<file path="src/rtl/debounce_pkg.sv">
`default_nettype none
// ============================================================================
// Module      : debounce_pkg
// Description : Shared state encoding and defaults for the input debouncer.
// Revision    : 1.0 - initial release
// ============================================================================
package debounce_pkg;

  // Bit 1 of every state code is the committed debounced level.
  localparam logic [1:0] ST_STABLE_LO = 2'b00;
  localparam logic [1:0] ST_WAIT_HI   = 2'b01;
  localparam logic [1:0] ST_STABLE_HI = 2'b11;
  localparam logic [1:0] ST_WAIT_LO   = 2'b10;

  localparam int DEFAULT_STABLE_CYCLES = 500000;

  typedef enum logic [1:0] {
    S_STABLE_LO = ST_STABLE_LO,
    S_WAIT_HI   = ST_WAIT_HI,
    S_STABLE_HI = ST_STABLE_HI,
    S_WAIT_LO   = ST_WAIT_LO
  } state_t;

endpackage
`default_nettype wire

</file>
<file path="src/rtl/debounce_ch.sv">
`default_nettype none
// ============================================================================
// Module      : debounce_ch
// Description : Single-channel synchronizer, qualification FSM and counter.
// Revision    : 1.0 - initial release
// ============================================================================
module debounce_ch
  import debounce_pkg::*;
#(
  parameter int STABLE_CYCLES = DEFAULT_STABLE_CYCLES
) (
  input  logic Clk,
  input  logic Resetn,
  input  logic raw,
  output logic level,
  output logic rise,
  output logic fall,
  output logic busy
);

  localparam int CNT_W = $clog2(STABLE_CYCLES);
  localparam logic [CNT_W-1:0] c_cnt_last = CNT_W'(STABLE_CYCLES - 1);
  localparam logic [CNT_W-1:0] c_cnt_one  = CNT_W'(1);

  logic             r_sync1;
  logic             r_sync;
  state_t           r_state;
  state_t           w_state_nxt;
  logic [CNT_W-1:0] r_count;
  logic [CNT_W-1:0] w_count_nxt;
  logic             r_rise;
  logic             r_fall;
  logic             w_rise_nxt;
  logic             w_fall_nxt;

  always_ff @(posedge Clk) begin
    if (!Resetn) begin
      r_sync1 <= 1'b0;
      r_sync  <= 1'b0;
      r_state <= S_STABLE_LO;
      r_count <= '0;
      r_rise  <= 1'b0;
      r_fall  <= 1'b0;
    end else begin
      r_sync1 <= raw;
      r_sync  <= r_sync1;
      r_state <= w_state_nxt;
      r_count <= w_count_nxt;
      r_rise  <= w_rise_nxt;
      r_fall  <= w_fall_nxt;
    end
  end

  // The count saturates at c_cnt_last by committing, so it never wraps.
  always_comb begin
    w_state_nxt = r_state;
    w_count_nxt = r_count;
    w_rise_nxt  = 1'b0;
    w_fall_nxt  = 1'b0;
    case (r_state)
      S_STABLE_LO: begin
        if (r_sync) begin
          w_state_nxt = S_WAIT_HI;
          w_count_nxt = c_cnt_one;
        end
      end
      S_WAIT_HI: begin
        if (!r_sync) begin
          w_state_nxt = S_STABLE_LO;
          w_count_nxt = '0;
        end else if (r_count == c_cnt_last) begin
          w_state_nxt = S_STABLE_HI;
          w_count_nxt = '0;
          w_rise_nxt  = 1'b1;
        end else begin
          w_count_nxt = r_count + c_cnt_one;
        end
      end
      S_STABLE_HI: begin
        if (!r_sync) begin
          w_state_nxt = S_WAIT_LO;
          w_count_nxt = c_cnt_one;
        end
      end
      S_WAIT_LO: begin
        if (r_sync) begin
          w_state_nxt = S_STABLE_HI;
          w_count_nxt = '0;
        end else if (r_count == c_cnt_last) begin
          w_state_nxt = S_STABLE_LO;
          w_count_nxt = '0;
          w_fall_nxt  = 1'b1;
        end else begin
          w_count_nxt = r_count + c_cnt_one;
        end
      end
      default: begin
        w_state_nxt = S_STABLE_LO;
        w_count_nxt = '0;
      end
    endcase
  end

  assign level = r_state[1];
  assign busy  = r_state[1] ^ r_state[0];
  assign rise  = r_rise;
  assign fall  = r_fall;

endmodule
`default_nettype wire

</file>
<file path="src/rtl/input_debounce.sv">
`default_nettype none
// ============================================================================
// Module      : input_debounce
// Description : WIDTH independent debounce channels for raw board inputs.
// Revision    : 1.0 - initial release
// ============================================================================
module input_debounce
  import debounce_pkg::*;
#(
  parameter int WIDTH         = 2,
  parameter int STABLE_CYCLES = DEFAULT_STABLE_CYCLES
) (
  input  logic             Clk,
  input  logic             Resetn,
  input  logic [WIDTH-1:0] raw_in,
  output logic [WIDTH-1:0] D,
  output logic [WIDTH-1:0] rise,
  output logic [WIDTH-1:0] fall,
  output logic [WIDTH-1:0] busy
);

  for (genvar g = 0; g < WIDTH; g++) begin : g_ch
    debounce_ch #(
      .STABLE_CYCLES(STABLE_CYCLES)
    ) u_ch (
      .Clk   (Clk),
      .Resetn(Resetn),
      .raw   (raw_in[g]),
      .level (D[g]),
      .rise  (rise[g]),
      .fall  (fall[g]),
      .busy  (busy[g])
    );
  end

endmodule
`default_nettype wire

</file>
<file path="config.mk">
export PLATFORM = sky130hd
export DESIGN_NAME = input_debounce
export DESIGN_NICKNAME = d
export VERILOG_FILES = /design/src/rtl/debounce_pkg.sv /design/src/rtl/debounce_ch.sv /design/src/rtl/input_debounce.sv
export SDC_FILE = /design/constraint.sdc
export NUM_CORES = 1
export LEC_CHECK = 0
export CAP_MARGIN = 30
export CORE_UTILIZATION = 53
export CTS_BUF_LIST = sky130_fd_sc_hd__clkbuf_2
export DETAILED_ROUTE_END_ITERATION = 10
export GPL_ROUTABILITY_DRIVEN = 0
export PLACE_DENSITY = 0.74
export RECOVER_POWER = 50
export SLEW_MARGIN = 10
export SYNTH_ARGS = -nofsm -noshare
export SYNTH_HDL_FRONTEND = slang
export SYNTH_SLANG_ARGS = --single-unit
</file>
<file path="constraint.sdc">
create_clock -name Clk -period 2.3 [get_ports Clk]
set_clock_uncertainty 0.2 [all_clocks]
set_input_delay 0.46 -clock Clk [delete_from_list [all_inputs] [get_ports Clk]]
set_output_delay 0.46 -clock Clk [all_outputs]
set_load 0.1 [all_outputs]
</file>
Word-level counts from Yosys, hierarchy flattened. Index checks and enable logic that the tools add are counted.

Bitwise logic cells: 5. Add/sub/neg operators: 2. Equality and inequality tests: 16. Mux-type cells: 28. Reductions and logical operators: 10.

Operators by type and width (number): 19-bit two-way mux (10); 19-bit case mux with 4 select lines (2); 19-bit by 1-bit adder with 19-bit output, second input constant (2); 19-bit == test, second input constant (2); 2-bit two-way mux (12); 2-bit case mux with 4 select lines (2); 2-bit == test, second input constant (4); 4-bit AND reduction (2); 3-bit by 1-bit inequality test with 1-bit output, second input constant (2); 3-bit inequality test, second input constant (2); 3-bit AND reduction (2); 3-bit OR reduction (2); 2-bit by 1-bit == test with 1-bit output, second input constant (2); 2-bit logical NOT (2); 2-bit by 1-bit inequality test with 1-bit output, second input constant (2); 2-bit inequality test, second input constant (2); 2-bit AND reduction (2); 1-bit inverter (3); 1-bit two-way mux (2); 1-bit XOR (2).

Register bits: 50. Output and inout port bits: 8.

Logic depth before layout (Yosys ltp).
Depth after elaboration: 4. Gate-level depth with buffers: 8.

By module. Synthesis repeated with hierarchy kept, for this count alone.

Cells, all modules: 346. Area, all modules: 2857.7 um2.

By module, submodules not included: debounce_ch (cells each 173, area an instance 1428.9 um2, times used 2).

Worst setup path before layout. No wires, ideal clock.

Kind: flip-flop to flip-flop. From: register g_ch[0].u_ch.r_count[6]. To: register g_ch[0].u_ch.r_count[15]. Path slack: 0.111 ns. Arrival time: 1.856 ns. Buffers on the path: 1. Setup time: 0.133 ns. Cell stages (with the launch flop): 7. Required time: 1.967 ns. Period minus slack after synthesis: 2.189 ns. Path through: dfxtp_1 or4b_4 or3_4 o21a_1 buf_6 a41oi_1 o31ai_1.

Longest elaborated chain between the ends: 4. Elaborated cells on any way between the ends: 6.

RTL lines: start, declared (RTL line debounce_ch.sv:29) `logic [CNT_W-1:0] r_count;`; start signal, assigned (RTL line debounce_ch.sv:48) `r_count <= w_count_nxt;`; 19-bit by 1-bit adder with 19-bit output or 19-bit == test (tied branches); 19-bit two-way mux * (RTL line debounce_ch.sv:71, debounce_ch.sv:89); 19-bit two-way mux, on equally long branches (RTL line debounce_ch.sv:86, debounce_ch.sv:68); 19-bit case mux with 4 select lines * (RTL line debounce_ch.sv:60) `case (r_state)`.

Mark *: on every way between the ends. The rest lies on a longest branch, timed or not. A chain may end at the register's enable or synchronous reset.

Worst setup path after layout.
From: register g_ch[0].u_ch.r_count[6]. To: register g_ch[0].u_ch.r_count[11].

The elaborated chain is that of the path after synthesis.

==> flow_summary.toml <==
[setup_path]
path_class = "reg -> reg"
r2r_setup_slack_ns = 0.03
reg2regPathDepth = 5
cp.required_ns = 2.44
startpoint = "g_ch[0].u_ch.r_count[6]"
crit_end = "g_ch[0].u_ch.r_count[11]"
start_kind = "flop"
timing.rr.start = "g_ch[0].u_ch.r_count[6]"
critPathMaxFanout = 6
reg2reg_to = "g_ch[0].u_ch.r_count[11]"
cp_data_arrival_time_ns = 2.41
critPathCaptureType = "flop"

[logic_synthesis]
synth-seq-area-share = 0.345
async_reset_ff_frac = 0
synth_area_leaders = "dfxtp_1, nand3_1, nand2_1"
yosys-top-cells-count = "dfxtp_1, nand3_1, nand2_1"
synthesis.nets = 377
post-synth-top-count-cell = "dfxtp_1"
synth_area_um2 = 2900
synth_edf_count = 0
ys_warn_count = 0
synth_top_cell_by_area = "dfxtp_1"
synth_cells = 363
synth.top_cell.area_share = 0.345
synth_area_per_cell_um2 = 7.99
synth_cell_types = 48
synth_seq_cells = 50
dominantRegCellSynth = "dfxtp_1"

[detailed_routing]
drt_iter0_drc = 248
wl_per_cell_um = 15.8
vias_per_cell = 6.22
vias = 2934
routed_wl_um = 7450
ant_nets = 0
drtPass1Iterations = 5
drc = 0

[cts]
htreeDepth = 2
clk_pin_slew_worst_paths_ns = 0.25
cts_tree = "done"
insertion_delay_ns = 0.43
clockRootBuffer = "clkbuf_2"
cts_buffers = 5
numClockSinks = 50
cts_buffer_depth = 2

[grt]
grt.total_usage = 0.251
grt_pass1_wl_um = 12000
grt_util_met1 = 0.326
top_usage_layer = "met2"
grt_max_degree = 36
met3_usage = 0.0407
first_global_vias = 2646
use_met2 = 0.427
overflow = 0
antenna_found_initial = 0

[place]
port_buffers = 11
post-dp-hpwl_um = 5010
placed_cells = 461

[pwr]
p_leak_nw = 1.19
power_density_nw_per_um2 = 484
irDropWorstVdd_v = 0.000320

[floorplan]
core_um2 = 5200
die_area_um2 = 5770
io_pins = 12
die_y_um = 76.0
fp-row-count = 26
start_util = 0.557
die_w_um = 76.0

[timing]
relSlewSlack = 0.557
tightest_slew_ns = 0.665
rsz0062_at_grt = "yes"
finalSetupViolations = 0
min_period_ns = 2.27
finalHoldViolCount = 0
slew_viol_final = 0
max_freq_ghz = 0.441
min_period_over_period = 0.986

[hold_path]
hp-class = "reg -> reg"

[cells_and_area]
n_antenna_cell = 0
fin_cells = 472
drive_above_1_share = 0.234
utilization = 0.661
area_growth_pct = 18.5
final_nets = 415

[job]
max_cap_viol_count = 0

[run_status]
status = "finished clean"
[area by class of cell]
cell class	count	area, µm²
clock buffers	5	25.0
clock inverters	3	16.3
fillers	462	1770
inverters	11	41.3
multi-input cells	275	1800
flip-flops and latches	50	1020
well taps	70	87.6
repair buffers	58	449
[placed cells by master, fill, tap and decap left out, types with 4 or more instances in the layout]
| cell type | synthesis | final |
|---|---|---|
| mux2i_1 | 7 | 6 |
| clkbuf_2 | 0 | 13 |
| and3_1 | 6 | 6 |
| nand2_1 | 38 | 38 |
| inv_1 | 11 | 8 |
| nand3_1 | 47 | 46 |
| or3_1 | 14 | 14 |
| o21ai_0 | 10 | 8 |
| or4_1 | 5 | 4 |
| nand3b_1 | 8 | 8 |
| nor2_1 | 18 | 18 |
| dfxtp_2 | 0 | 6 |
| and2_1 | 8 | 5 |
| a21oi_1 | 16 | 16 |
| buf_4 | 8 | 41 |
| ha_1 | 10 | 7 |
| dfxtp_1 | 50 | 42 |
| nand4_1 | 16 | 16 |
| a31oi_1 | 14 | 14 |
| nor4_1 | 6 | 5 |
| o211ai_1 | 5 | 5 |
| nor3b_1 | 5 | 5 |
[registers in the layout, summed over array words and instances (netlist names)]
register and cells:
g_ch.u_ch.fall 2, g_ch.u_ch.rise 2, g_ch.u_ch.r_state 4, g_ch.u_ch.r_sync1 2
g_ch.u_ch.r_count 38, g_ch.u_ch.r_sync 2
[metrics by stage]
step	hold slack (ns)	power, mW	instance area (µm²)	setup TNS [ns]	setup WS, ns
6_report	0.288	1.66	3440	0	0.0322
5_1_grt	0.313	1.74	3440	-0.219	-0.0447
4_1_cts	0.292	1.64	3360	0	0.00435
3_5_place_dp	0.231	1.28	3290	-0.160	-0.0470
3_3_place_gp	0.222	1.27	3290	-0.0188	-0.0116
2_1_floorplan	0.212	1.16	2900	0	0.111
[routing by layer]
metal	vias to the layer above	part of all wire
met5	-	0
met4	0	0.012
met3	12	0.061
met2	119	0.47
met1	1383	0.46
li1	1420	-
[cells by family (layout without fill, tap and decap cells)]
group                    count (synthesis)  in the layout  share of synthesized area
AND/OR/NAND/NOR                        194            194                      0.368
AO/OA/AOI/OAI                           60             61                      0.137
flip-flops                              50             50                      0.345
buffers and inverters                   39             77                     0.0720
adder cells (fa/ha/maj)                 10             10                     0.0431
multiplexers                             9              9                     0.0319
XOR/XNOR                                 1              1                    0.00302
[critical path, stage by stage (launching register included)]
cell and delay, ns:
dfxtp_2 0.38, or4b_4 0.53, or3_4 0.41, o21ai_4 0.25, nor3_2 0.07, or3_1 0.35
[what timing repair did]
item	in CTS	in global routing
endpoints found under the setup margin	6	23
cloned	0	1
gates resized for setup	4	30
hold buffers	0	0
pin swaps	3	4
setup buffers	1	1
[worst min-delay path by stage]
stage | depth (start not counted) | from | endpoint
floorplan | 1 | g_ch[0].u_ch.r_sync1 | g_ch[0].u_ch.r_sync
global placement | 1 | g_ch[0].u_ch.r_sync1 | g_ch[0].u_ch.r_sync
detailed placement | 1 | g_ch[0].u_ch.r_sync1 | g_ch[0].u_ch.r_sync
CTS | 1 | g_ch[0].u_ch.r_sync1 | g_ch[0].u_ch.r_sync
global route | 1 | g_ch[0].u_ch.r_sync1 | g_ch[0].u_ch.r_sync
finish | 1 | g_ch[0].u_ch.r_sync1 | g_ch[0].u_ch.r_sync
[report_power, final]
| group | internal (mW) | switching (mW) | total, mW |
|---|---|---|---|
| combinational | 0.148 | 0.252 | 0.400 |
| sequential | 0.887 | 0.0154 | 0.903 |
| clock | 0.0693 | 0.291 | 0.360 |
(Power assumes the default switching activity.)
